File: config.mk
export PLATFORM = sky130hd
export DESIGN_NAME = leaf_out_arbiter
export DESIGN_NICKNAME = d
export VERILOG_FILES = /design/src/rtl/leaf_out_arbiter.sv
export SDC_FILE = /design/constraint.sdc
export NUM_CORES = 1
export LEC_CHECK = 0
export CAP_MARGIN = 20
export CORE_UTILIZATION = 35
export DETAILED_ROUTE_END_ITERATION = 10
export GPL_TIMING_DRIVEN = 1
export PLACE_DENSITY_LB_ADDON = 0.05
export SYNTH_ARGS = -nofsm -noshare
export SYNTH_HDL_FRONTEND = slang
export SYNTH_SLANG_ARGS = --single-unit
File: constraint.sdc
create_clock -name clk -period 8.5 [get_ports clk]
set_input_delay 2.125 -clock clk [delete_from_list [all_inputs] [get_ports clk]]
set_output_delay 2.125 -clock clk [all_outputs]
set_load 0.01 [all_outputs]
File: src/rtl/leaf_out_arbiter.sv
// Leaf output scheduler: round-robin arbitration of user output ports onto the
// single BFT-facing packet link, with per-destination credit gating and sequence stamping.
module leaf_out_arbiter #(
    parameter int PACKET_BITS           = 49,
    parameter int PAYLOAD_BITS          = 32,
    parameter int NUM_LEAF_BITS         = 5,
    parameter int NUM_PORT_BITS         = 4,
    parameter int NUM_ADDR_BITS         = 7,
    parameter int NUM_OUT_PORTS         = 6,
    parameter int FREESPACE_UPDATE_SIZE = 64
) (
    input  logic                                    clk,
    input  logic                                    reset,
    input  logic [NUM_OUT_PORTS*PAYLOAD_BITS-1:0]   din_leaf_user2interface,
    input  logic [NUM_OUT_PORTS-1:0]                vld_user2interface,
    output logic [NUM_OUT_PORTS-1:0]                ack_interface2user,
    input  logic                                    cfg_wr,
    input  logic [NUM_PORT_BITS-1:0]                cfg_port,
    input  logic [NUM_LEAF_BITS+NUM_PORT_BITS-1:0]  cfg_dest,
    input  logic                                    credit_ret,
    input  logic [NUM_PORT_BITS-1:0]                credit_port,
    output logic [PACKET_BITS-1:0]                  pkt_out,
    input  logic                                    pkt_ready
);

    localparam int DEST_BITS   = NUM_LEAF_BITS + NUM_PORT_BITS;
    localparam int CREDIT_BITS = NUM_ADDR_BITS + 1;

    // Credit arithmetic is done one bit wider so return + grant can overshoot before saturation.
    localparam logic [CREDIT_BITS:0]     CREDIT_MAX  = (CREDIT_BITS+1)'(2**NUM_ADDR_BITS);
    localparam logic [CREDIT_BITS:0]     CREDIT_UPD  = (CREDIT_BITS+1)'(FREESPACE_UPDATE_SIZE);
    localparam logic [CREDIT_BITS:0]     CREDIT_ONE  = (CREDIT_BITS+1)'(1);
    localparam logic [CREDIT_BITS-1:0]   CREDIT_FULL = CREDIT_BITS'(2**NUM_ADDR_BITS);
    localparam logic [NUM_ADDR_BITS-1:0] SEQ_ONE     = NUM_ADDR_BITS'(1);
    localparam logic [NUM_PORT_BITS-1:0] LAST_PORT   = NUM_PORT_BITS'(NUM_OUT_PORTS-1);

    logic [NUM_OUT_PORTS-1:0] enable;
    logic [DEST_BITS-1:0]     dest   [NUM_OUT_PORTS];
    logic [CREDIT_BITS-1:0]   credit [NUM_OUT_PORTS];
    logic [NUM_ADDR_BITS-1:0] seq    [NUM_OUT_PORTS];
    logic [NUM_PORT_BITS-1:0] last_grant;
    logic [PACKET_BITS-1:0]   pkt_q;

    logic                     load_slot;
    logic [NUM_OUT_PORTS-1:0] eligible;
    logic                     grant_vld;
    logic [NUM_PORT_BITS-1:0] grant_idx;
    logic [PACKET_BITS-1:0]   grant_pkt;
    logic [CREDIT_BITS-1:0]   credit_nxt [NUM_OUT_PORTS];

    assign pkt_out = pkt_q;

    always_comb begin
        // NOTE: every combinational output gets a default first, so no path leaves it unassigned (no latch).
        eligible  = '0;
        load_slot = !pkt_q[PACKET_BITS-1] || pkt_ready;
        for (int i = 0; i < NUM_OUT_PORTS; i++) begin
            eligible[i] = vld_user2interface[i] && enable[i] && (credit[i] != '0);
        end
    end

    // Rotating priority: first ports above last_grant, then wrap to the lower ones.
    always_comb begin
        grant_vld          = 1'b0;
        grant_idx          = '0;
        grant_pkt          = '0;
        ack_interface2user = '0;
        if (!reset && load_slot) begin
            for (int i = 0; i < NUM_OUT_PORTS; i++) begin
                if (!grant_vld && eligible[i] && (i > int'(last_grant))) begin
                    grant_vld = 1'b1;
                    grant_idx = NUM_PORT_BITS'(i);
                end
            end
            for (int i = 0; i < NUM_OUT_PORTS; i++) begin
                if (!grant_vld && eligible[i] && (i <= int'(last_grant))) begin
                    grant_vld = 1'b1;
                    grant_idx = NUM_PORT_BITS'(i);
                end
            end
        end
        for (int i = 0; i < NUM_OUT_PORTS; i++) begin
            if (grant_vld && (grant_idx == NUM_PORT_BITS'(i))) begin
                ack_interface2user[i] = 1'b1;
                grant_pkt = {1'b1, dest[i], seq[i],
                             din_leaf_user2interface[i*PAYLOAD_BITS +: PAYLOAD_BITS]};
            end
        end
    end

    always_comb begin
        logic [CREDIT_BITS:0] sum;
        for (int i = 0; i < NUM_OUT_PORTS; i++) begin
            sum = {1'b0, credit[i]};
            if (credit_ret && (credit_port == NUM_PORT_BITS'(i)))
                sum = sum + CREDIT_UPD;
            if (grant_vld && (grant_idx == NUM_PORT_BITS'(i)))
                sum = sum - CREDIT_ONE;
            credit_nxt[i] = (sum > CREDIT_MAX) ? CREDIT_FULL : sum[CREDIT_BITS-1:0];
        end
    end

    always_ff @(posedge clk) begin
        // NOTE: sequential state uses non-blocking assignments so every register samples pre-edge values.
        if (reset) begin
            pkt_q      <= '0;
            last_grant <= LAST_PORT;
            // NOTE: the per-port tables are small register arrays, not RAM, so they are reset explicitly.
            for (int i = 0; i < NUM_OUT_PORTS; i++) begin
                enable[i] <= 1'b0;
                dest[i]   <= '0;
                credit[i] <= CREDIT_FULL;
                seq[i]    <= '0;
            end
        end else begin
            if (grant_vld) begin
                pkt_q      <= grant_pkt;
                last_grant <= grant_idx;
            end else if (pkt_ready) begin
                pkt_q[PACKET_BITS-1] <= 1'b0;
            end
            // A config write wins over the seq increment; the grant already used the old values.
            for (int i = 0; i < NUM_OUT_PORTS; i++) begin
                credit[i] <= credit_nxt[i];
                if (cfg_wr && (cfg_port == NUM_PORT_BITS'(i))) begin
                    enable[i] <= 1'b1;
                    dest[i]   <= cfg_dest;
                    seq[i]    <= '0;
                end else if (grant_vld && (grant_idx == NUM_PORT_BITS'(i))) begin
                    seq[i] <= seq[i] + SEQ_ONE;
                end
            end
        end
    end

endmodule
* Word-level counts from Yosys, hierarchy flattened
Memory sizes are Yosys's and may differ from the RTL's.
Index checks and enable logic that the tools add are counted.
** Storage, ports and cells
- RAM bits :: 144
- Memories :: 3
- Logic and storage cells :: 288
- Output and inout bits :: 55
- Register bits after elaboration :: 59
** Memory list
- dest :: depth 6, width 9, rd ports 6, clocked after memory_dff 0, wr ports 6, RTL line 38 : logic [DEST_BITS-1:0] dest [NUM_OUT_PORTS];
- credit :: depth 6, width 8, rd ports 6, clocked after memory_dff 0, wr ports 6, RTL line 39 : logic [CREDIT_BITS-1:0] credit [NUM_OUT_PORTS];
- seq :: depth 6, width 7, rd ports 6, clocked after memory_dff 0, wr ports 6, RTL line 40 : logic [NUM_ADDR_BITS-1:0] seq [NUM_OUT_PORTS];
** Cells by class
- Bitwise logic cells :: 24
- Reductions and logical operators :: 74
- Eq/ne operators :: 15
- Multiplexer cells :: 129
- $add $sub $neg :: 18
- Magnitude comparators :: 16
** Operators by type and width (number)
- $mux W49 :: 6
- $mux W9 :: 18
- $mux W8 :: 12
- $mux W7 :: 12
- $mux W1 :: 70
- $add A8 B7 Y9 const B :: 6
- $gt A9 B8 Y1 const B :: 6
- $sub A9 B1 Y9 const B :: 6
- $logic_and A1 B1 Y1 :: 51
- $reduce_bool A8 Y1 :: 6
- $mux W4 :: 11
- $add A7 B1 Y7 const B :: 6
- $eq A4 B2 Y1 const B :: 6
- $eq A4 B3 Y1 const B :: 6
- $or A1 B1 Y1 :: 24
- $eq A4 B1 Y1 const B :: 3
- $logic_not A1 Y1 :: 12
- $logic_not A4 Y1 :: 3
- $gt A2 B4 Y1 const A :: 2
- $gt A3 B4 Y1 const A :: 2
- $le A2 B4 Y1 const A :: 2
- $le A3 B4 Y1 const A :: 2
- $gt A1 B4 Y1 const A :: 1
- $le A1 B4 Y1 const A :: 1
- other kinds (2) :: 2

* Longest topological paths before layout
Gate-level depths: netlist of the first run.
An unclocked memory read counts as a cell.
- Depth after elaboration :: 64
- Depth in mapped cells :: 14
- Mapped depth without buffers :: 12

* Least setup slack after synthesis of the first run
Ideal clock, no wire load.
- Path type :: input port to output port
- Start point :: input port vld_user2interface[2]
- End point :: output port ack_interface2user[1]
- Arrival :: 4.020 ns
- Setup slack :: 2.355 ns
- Data required time :: 6.375 ns
- Stages :: 10
- Path through :: nand2_1 > a311oi_1 > nor2_1 > a221o_1 > a21o_1 > buf_2 > nand2_1 > clkinv_1 > clkbuf_1 > clkbuf_1
** On the way
- Longest elaborated chain between the ends :: 53
- Elaborated cells between the ends (all ways) :: 64
** Ends and longest elaborated chain
- start: declaration :: RTL line 15 : input logic [NUM_OUT_PORTS-1:0] vld_user2interface,
- $logic_and A1 B1 Y1 (*) (2 in a row) :: RTL line 58 : eligible[i] = vld_user2interface[i] && enable[i] && (credit[i] != '0);
- $logic_and A1 B1 Y1 (2 in a row) :: RTL line 70 : if (!grant_vld && eligible[i] && (i > int'(last_grant))) begin
- $mux W1 :: RTL line 70
- $mux W1 :: RTL line 68 : if (!reset && load_slot) begin
- $logic_not A1 Y1 :: RTL line 70
- $logic_and A1 B1 Y1 (2 in a row) :: RTL line 70
- $mux W1 :: RTL line 70
- $mux W1 :: RTL line 68
- (+33 left out)
- $mux W1 :: RTL line 68
- $logic_not A1 Y1 :: RTL line 76 : if (!grant_vld && eligible[i] && (i <= int'(last_grant))) begin
- $logic_and A1 B1 Y1 (2 in a row) :: RTL line 76
- $mux W4 :: RTL line 76
- $mux W4 :: RTL line 68
- $eq A4 B1 Y1 :: RTL line 83 : if (grant_vld && (grant_idx == NUM_PORT_BITS'(i))) begin
- $logic_and A1 B1 Y1 (*) :: RTL line 83
- $mux W1 (*) :: RTL line 83
- end: declaration :: RTL line 16 : output logic [NUM_OUT_PORTS-1:0] ack_interface2user,
Mark *: on every way between the ends. The rest lies on a longest branch, timed or not. The select of a mux whose other input is x is not followed.

* Worst setup path in the final report of the first run
- Start point :: input port vld_user2interface[3]
- End point :: output port ack_interface2user[1]
** On the way
- Longest elaborated chain between the ends :: 48
- Elaborated cells between the ends (all ways) :: 58
** Ends and longest elaborated chain (RTL line)
- $logic_and A1 B1 Y1 (*) (2 in a row) :: 58
- $logic_and A1 B1 Y1 (2 in a row) :: 70
- $mux W1 :: 70
- $mux W1 :: 68
- $logic_not A1 Y1 :: 70
- $logic_and A1 B1 Y1 (2 in a row) :: 70
- $mux W1 :: 70
- $mux W1 :: 68
- (+28 left out)
- $mux W1 :: 68
- $logic_not A1 Y1 :: 76
- $logic_and A1 B1 Y1 (2 in a row) :: 76
- $mux W4 :: 76
- $mux W4 :: 68
- $eq A4 B1 Y1 :: 83
- $logic_and A1 B1 Y1 (*) :: 83
- $mux W1 (*) :: 83
Marked as above.

==> reports/summary.txt, run 1 <==
postcts setup bufs - 0
register area share after synthesis - 44.1%
crit path capture type - output pin
Detailed Place HPWL - 28,500 um
#FFs+latches synth - 202
Final Cycle Share - 88.8%
largest net degree at the start of global routing - 70
Max Cap Viol - 0
clk buf depth - 3
GRT overflow - 0
status - complete, no violations
synth warn - 0
Seq pwr share - 45.3%
Slew Limit Fails - 0
Final Wtd Congestion - 0.858
drt wl/cell - 21.6 um
die width - 182 um
ant diodes - 0
Peak VDD IR - 0.165 mV
number of H-tree levels - 1
Setup Crit Path Kind - in2out
Clock Latency Late Sink - 0.54 ns
CP delay by family, top - compound AO/OA/AOI/OAI gates
DR vias - 10,400
TritonCTS clock tree - built
Worst Tran Pin Value - 1.02 ns
Async SR Flop Fraction - 0%
initial antenna violation count - 0
Post-CTS Hold Buffers - 0
syn_nets - 1,446
final setup TNS - 0 ns
first-pass GRT wire length - 60,200 um
Req. time, crit path - 6.38 ns
CTS Buf Count - 24
Post-synth EDFFs - 96
Core Area - 31,700 um^2
Worst path max stage delay - 0.56 ns
ys flop type - dfxtp_1
sw frac - 24.4%
proportion of layout cells with a drive suffix above 1 - 6.60%
clk slew on worst S/H paths - 0.06 ns
Post-Syn Area - 11,300 um^2
most frequent cell after synthesis - nor2_1
Hold Path Class - reg2reg
Pwr per Cell Area - 158 nW/um^2
Mapped Cells - 1,199
First DRT Iteration DRCs - 807
Avg Synthesized Cell Area - 9.46 um^2
CTS sink cnt - 202
leakage - 0.00527 uW
Synth top cells by count - nor2_1, nand2_1, dfxtp_1
Top Ports - 275
DRC violations left - 0
Syn-to-layout area delta - 34.5%
drt via density - 5.54
Initial Utilization - 35.8%
vias in the first global route - 9,994
chip height - 182 um
Clock Power Share - 42.5%
max frequency - 132 MHz
crit path cell chain - clkdlybuf4s50_1 > nand2_1 > a311oi_1 > a21oi_1 > o21ai_1 > a21o_2 > nand2_1 > clkinv_1 > clkdlybuf4s50_1
startpoint types - input port
Slew headroom - 31.1%
Synth top area share - 25.4%
CP max FO - 20
Cell variety after synth - 82
Port Buffers - 274
clock root buffer - clkbuf_16
top post-synthesis cells by area - edfxtp_1, dfxtp_1, nor2_1
setup ws final - 0.952 ns
Rows - 65
Pre-antenna DRT Iters - 6
GRT Total Usage - 23.6%
switching power - 587 uW
# nets final - 1,698
Final setup viols - 0
final hold violations - 0
Layout Skew - 0.0167 ns
Worst Path Buf+Inv - 3
WL final - 40,400 um
DRT antenna net count - 0
combinational fraction of design power - 12.2%
Slowest-stage cell, CP - clkdlybuf4s50_1
post-cts sizing count - 0
pre-CTS WS - 0.988 ns
Internal - 1820 uW
total die area - 33,100 um^2
RSZ-0062 raised after global routing - false
min Tclk post-route - 7.55 ns
CP arrival - 5.42 ns
area leader, netlist - edfxtp_1
## power groups by stage
stage	sequential (uW)	clock [uW]	combinational, uW
final	1090	1020	294
after global routing	1100	1080	314
after CTS	1090	1040	296
after detailed placement	1110	0	294
after global placement	1110	0	294
after floorplan	1110	0	102
## layout by cell type (no fill, tap or decap), types with 27 or more instances in the layout
| cell type | Yosys | routed |
|---|---|---|
| a222oi_1 | 35 | 35 |
| nor3_1 | 28 | 28 |
| ha_1 | 27 | 27 |
| nand2_1 | 116 | 115 |
| and2_1 | 57 | 57 |
| edfxtp_1 | 96 | 96 |
| clkdlybuf4s50_1 | 0 | 273 |
| a21oi_1 | 61 | 60 |
| a22o_1 | 33 | 33 |
| dfxtp_1 | 106 | 106 |
| xor2_1 | 28 | 28 |
| nor2_1 | 126 | 126 |
| nand3_1 | 32 | 32 |
| xnor2_1 | 51 | 51 |
| o211ai_1 | 39 | 39 |
| inv_1 | 38 | 37 |
## cell type report
class | count | area (um^2)
Fill cell | 3035 | 16500
Clock buffer | 28 | 636
Tap cell | 402 | 503
Multi-Input combinational cell | 889 | 5940
Clock inverter | 16 | 141
Sequential cell | 202 | 5000
Timing Repair Buffer | 294 | 2890
Inverter | 40 | 150
## worst register-to-register path: stages, from the launching register on
cell,delay (ns)
dfxtp_1,0.42
inv_1,0.07
ha_1,0.26
nor3b_2,0.21
a311oi_1,0.56
a21oi_1,0.12
o21ai_1,0.42
a21o_2,0.54
buf_4,0.61
nand3_1,0.30
o211ai_1,0.22
or3b_1,0.51
or2_2,0.34
## registers in the layout, indices dropped and copies added, names as in the netlist
| register | count |
|---|---|
| credit | 48 |
| last_grant | 3 |
| enable | 6 |
| seq | 42 |
| pkt_out | 49 |
| dest | 54 |
## cells by family (layout without fill, tap and decap cells)
group	Yosys count	count (layout)	share of synthesized area, %
AO/OA/AOI/OAI	303	303	21.0
buffers and inverters	108	378	3.79
multiplexers	13	13	1.18
AND/OR/NAND/NOR	467	467	20.8
flip-flops	202	202	44.1
adder cells (fa/ha/maj)	27	27	2.98
XOR/XNOR	79	79	6.10
## through the flow
| step | instance area, um^2 | hold WS, ns | power, uW | utilization (%) | instances |
|---|---|---|---|---|---|
| finish | 15300 | 0.454 | 2410 | 48.1 | 1871 |
| global route | 15300 | 0.477 | 2490 | 48.1 | 1871 |
| CTS | 15300 | 0.458 | 2430 | 48.1 | 1871 |
| detailed placement | 14500 | 0.450 | 1400 | 45.7 | 1827 |
| global placement | 14500 | 0.442 | 1400 | 45.7 | 1827 |
| floorplan | 11300 | 0.426 | 1210 | - | 1199 |
## metal layers
metal  GRT usage, %  routed length, um  vias to the layer above
li1               -                  -                     5013
met1           33.2              18600                     4996
met2           38.6              19100                      298
met3           2.83               1930                       52
met4           5.24                775                        0
met5              0                  0                        -
## final timing paths
path | endpoint | slack, ns | from | depth (start not counted)
setup / recovery | ack_interface2user[1] | 0.95 | vld_user2interface[3] | 9
hold reg to reg | pkt_out[34] | 0.45 | pkt_out[34] | 2
setup reg to reg | credit[1][7] | 3.80 | credit[3][0] | 12
hold / removal | pkt_out[34] | 0.45 | pkt_out[34] | 2
(Power assumes the default switching activity.)
==> run 2, diff against run 1 <==
--- a/config.mk
+++ b/config.mk
@@ -7,6 +7,7 @@
 export LEC_CHECK = 0
 export CAP_MARGIN = 20
 export CORE_UTILIZATION = 35
+export CTS_CLUSTER_DIAMETER = 200
 export DETAILED_ROUTE_END_ITERATION = 10
 export GPL_TIMING_DRIVEN = 1
 export PLACE_DENSITY_LB_ADDON = 0.05
==> constraint.sdc (replaced) <==
create_clock -name clk -period 7.7 [get_ports clk]
set_input_delay 1.925 -clock clk [delete_from_list [all_inputs] [get_ports clk]]
set_output_delay 1.925 -clock clk [all_outputs]
set_load 0.01 [all_outputs]
==> reports/summary.txt, run 2 (synthesis gave the netlist of run 1 again) <==
TritonCTS clock tree - built
first-pass GRT wire length - 60,300 um
Pwr per Cell Area - 174 nW/um^2
chip height - 182 um
Hold Path Class - reg2reg
post-cts sizing count - 0
WL final - 39,700 um
Clock Latency Late Sink - 0.55 ns
Seq pwr share - 45.5%
Clock Power Share - 42.2%
Final Wtd Congestion - 0.894
proportion of layout cells with a drive suffix above 1 - 6.80%
clk slew on worst S/H paths - 0.06 ns
Final Cycle Share - 90.6%
initial antenna violation count - 0
drt via density - 5.51
die width - 182 um
Req. time, crit path - 5.78 ns
Final setup viols - 0
final setup TNS - 0 ns
Internal - 1980 uW
Max Cap Viol - 0
Slew headroom - 37.0%
Initial Utilization - 35.8%
status - complete, no violations
Slew Limit Fails - 0
combinational fraction of design power - 12.3%
Rows - 65
RSZ-0062 raised after global routing - false
commonest non-fill, non-tap cells in the layout - clkdlybuf4s50_1, nor2_1, nand2_1
final hold violations - 0
Detailed Place HPWL - 27,700 um
ant diodes - 0
CTS Buf Count - 25
Design Area, Final - 15,200 um^2
min Tclk post-route - 6.98 ns
sequential cell area - 5000 um^2
clk buf depth - 3
clock root buffer - clkbuf_16
DR vias - 10,300
Pre-antenna DRT Iters - 6
sw frac - 24.9%
total die area - 33,100 um^2
CTS sink cnt - 202
postcts setup bufs - 0
largest net degree at the start of global routing - 70
fillcell total - 3,037
max frequency - 143 MHz
Peak VDD IR - 0.162 mV
vias in the first global route - 10,100
DRC violations left - 0
Core Area - 31,700 um^2
switching power - 660 uW
Post-DP Area - 14,500 um^2
# nets final - 1,698
DRT antenna net count - 0
multi-input logic area - 5940 um^2
crit path capture type - output pin
max FFs per register - 54
leakage - 0.00525 uW
Layout Skew - 0.00969 ns
Post-CTS Hold Buffers - 0
startpoint types - input port
Worst Tran Pin Value - 0.945 ns
GRT overflow - 0
Top Ports - 275
Setup Crit Path Kind - in2out
drt wl/cell - 21.2 um
GRT Total Usage - 23.6%
Syn-to-layout area delta - 34.3%
First DRT Iteration DRCs - 850
CP max FO - 21
Port Buffers - 274
CP arrival - 5.05 ns
Biggest register - dest
number of H-tree levels - 1
most common cell after layout, fill and taps aside - clkdlybuf4s50_1
## run 2: layout make-up
cell class | instances | share of cell area, %
clock inverter | 18 | 0.838
sequential | 202 | 32.8
multi-input combinational | 889 | 39.0
tap | 402 | 3.30
clock buffer | 28 | 4.18
timing repair buffer | 293 | 18.9
inverter | 40 | 0.985
## run 2: per-layer routing
metal | global-route usage [%] | vias to the layer above | wire (um)
li1 | - | 5010 | -
met1 | 32.7 | 4960 | 18500
met2 | 38.1 | 294 | 18400
met3 | 3.05 | 53 | 1810
met4 | 6.96 | 0 | 1030
met5 | 0 | - | 0
## run 2: worst paths after layout
check	startpoint	endpoint	slack (ns)	cells after the start
max reg2reg	credit[3][0]	credit[1][1]	3.09	12
max	vld_user2interface[3]	ack_interface2user[1]	0.72	9
min reg2reg	pkt_out[34]	pkt_out[34]	0.46	2
min	pkt_out[34]	pkt_out[34]	0.46	2
## run 2: through the flow
step,worst slack [ns],util [%],hold WS (ns),instances,power [uW]
after floorplan,1.95,-,0.426,1199,1340
after global placement,0.770,45.6,0.438,1825,1550
after detailed placement,0.695,45.6,0.450,1825,1550
after CTS,0.709,48.0,0.459,1871,2670
final,0.722,48.0,0.457,1872,2640
after global routing,0.530,48.0,0.478,1872,2740
## run 2: worst max-delay path: stages
cell,delay [ns]
clkdlybuf4s50_1,0.47
nand2_1,0.09
a311oi_1,0.42
a21oi_1,0.12
o21ai_1,0.44
a21o_2,0.52
nand2_1,0.27
clkinv_1,0.22
clkdlybuf4s50_1,0.57
## run 2: power by group through the flow
stage	clock [uW]	sequential, uW	combinational [uW]
final	1120	1200	325
after global routing	1180	1210	349
after floorplan	0	1230	113
after CTS	1140	1200	326
after global placement	0	1220	324
after detailed placement	0	1230	324
==> run 3, diff against run 2 <==
--- a/config.mk
+++ b/config.mk
@@ -6,7 +6,7 @@
 export NUM_CORES = 1
 export LEC_CHECK = 0
 export CAP_MARGIN = 20
-export CORE_UTILIZATION = 35
+export CORE_UTILIZATION = 45
 export CTS_CLUSTER_DIAMETER = 200
 export DETAILED_ROUTE_END_ITERATION = 10
 export GPL_TIMING_DRIVEN = 1
==> reports/summary.txt, run 3 (synthesis gave the netlist of run 1 again) <==
status - complete, no violations
max FFs per register - 54
Req. time, crit path - 5.78 ns
Detailed Place HPWL - 27,500 um
Port Buffers - 274
First DRT Iteration DRCs - 1,214
Final Wtd Congestion - 0.861
sequential cell area - 5000 um^2
most common cell after layout, fill and taps aside - clkdlybuf4s50_1
Worst Tran Pin Value - 1.00 ns
number of H-tree levels - 1
Clock Latency Late Sink - 0.53 ns
first-pass GRT wire length - 59,600 um
drt wl/cell - 21.7 um
CP max FO - 13
# nets final - 1,698
chip height - 161 um
clock root buffer - clkbuf_16
Final Cycle Share - 88.7%
proportion of layout cells with a drive suffix above 1 - 6.48%
clk slew on worst S/H paths - 0.06 ns
leakage - 0.00524 uW
CTS sink cnt - 202
largest net degree at the start of global routing - 70
initial antenna violation count - 3
CTS Buf Count - 23
Setup Crit Path Kind - in2out
DP Cell Count - 1,750
Max Cap Viol - 0
CP arrival - 4.90 ns
min Tclk post-route - 6.83 ns
Top Ports - 275
vias in the first global route - 10,100
Peak VDD IR - 0.160 mV
pre-CTS WS - 0.929 ns
combinational fraction of design power - 12.5%
Core Area - 24,500 um^2
Rows - 57
Seq pwr share - 46.7%
fillcell total - 2,140
Post-Layout Cell Count - 1,793
WL final - 39,000 um
Slew Limit Fails - 0
DRT antenna net count - 0
commonest non-fill, non-tap cells in the layout - clkdlybuf4s50_1, nor2_1, nand2_1
switching power - 624 uW
Pre-antenna DRT Iters - 8
GRT Total Usage - 29.8%
Final setup viols - 0
postcts setup bufs - 0
Biggest register - dest
Layout Skew - 0.0168 ns
Internal - 1960 uW
Pwr per Cell Area - 171 nW/um^2
DRC violations left - 0
Hold Path Class - reg2reg
sw frac - 24.1%
post-cts sizing count - 0
GRT overflow - 0
RSZ-0062 raised after global routing - false
multi-input logic area - 5940 um^2
final setup TNS - 0 ns
Core Util, Final - 61.6%
Post-CTS Hold Buffers - 0
clk buf depth - 3
total die area - 25,800 um^2
Hold Slack - 0.447 ns
setup ws final - 0.871 ns
Syn-to-layout area delta - 33.2%
die width - 161 um
Clock Power Share - 40.8%
Slew headroom - 33.1%
crit path capture type - output pin
Initial Utilization - 46.2%
max frequency - 146 MHz
startpoint types - input port
drt via density - 5.94
TritonCTS clock tree - built
final hold violations - 0
DR vias - 10,700
==> run 3: cell type report <==
type	count	area share, %
repair buffers	295	19.2
clock buffers	33	4.19
clock inverters	8	0.505
inverters	40	0.994
multi-input cells	889	39.3
well taps	324	2.68
flip-flops and latches	202	33.1
diodes	2	0.0331
==> run 3: final timing paths <==
check / from / end / slack [ns] / cells after the start
worst max register to register: credit[3][0] / credit[2][1] / 3.39 / 13
worst max-delay path: vld_user2interface[2] / ack_interface2user[0] / 0.87 / 9
worst min-delay path: enable[0] / enable[0] / 0.45 / 2
worst min register to register: enable[0] / enable[0] / 0.45 / 2
==> run 3: critical path: stages <==
cell and delay, ns:
clkdlybuf4s50_1 0.46, nand2_1 0.09, a311oi_1 0.50, nor2_1 0.20
and3_2 0.31, a21o_2 0.34, buf_4 0.23, nor2_1 0.24
clkdlybuf4s50_1 0.59
==> run 3: metrics by stage <==
stage | cell area [um^2] | total power [uW]
detailed placement | 14400 | 1550
global placement | 14400 | 1550
CTS | 15100 | 2600
finish | 15100 | 2590
global route | 15100 | 2660
floorplan | 11300 | 1340
==> run 3: power groups by stage <==
stage | Clock, uW | Sequential, uW | Combinational [uW]
after floorplan | 0 | 1230 | 113
after global placement | 0 | 1230 | 317
after detailed placement | 0 | 1230 | 319
after CTS | 1070 | 1210 | 321
after global routing | 1110 | 1210 | 343
final | 1060 | 1210 | 322
==> run 3: routing by layer <==
metal | vias up | GRT usage, % | part of all wire [%]
li1 | 5010 | - | -
met1 | 5162 | 42.0 | 45
met2 | 431 | 48.4 | 47
met3 | 45 | 3.72 | 6.7
met4 | 2 | 7.12 | 1.6
met5 | - | 0 | 0.033
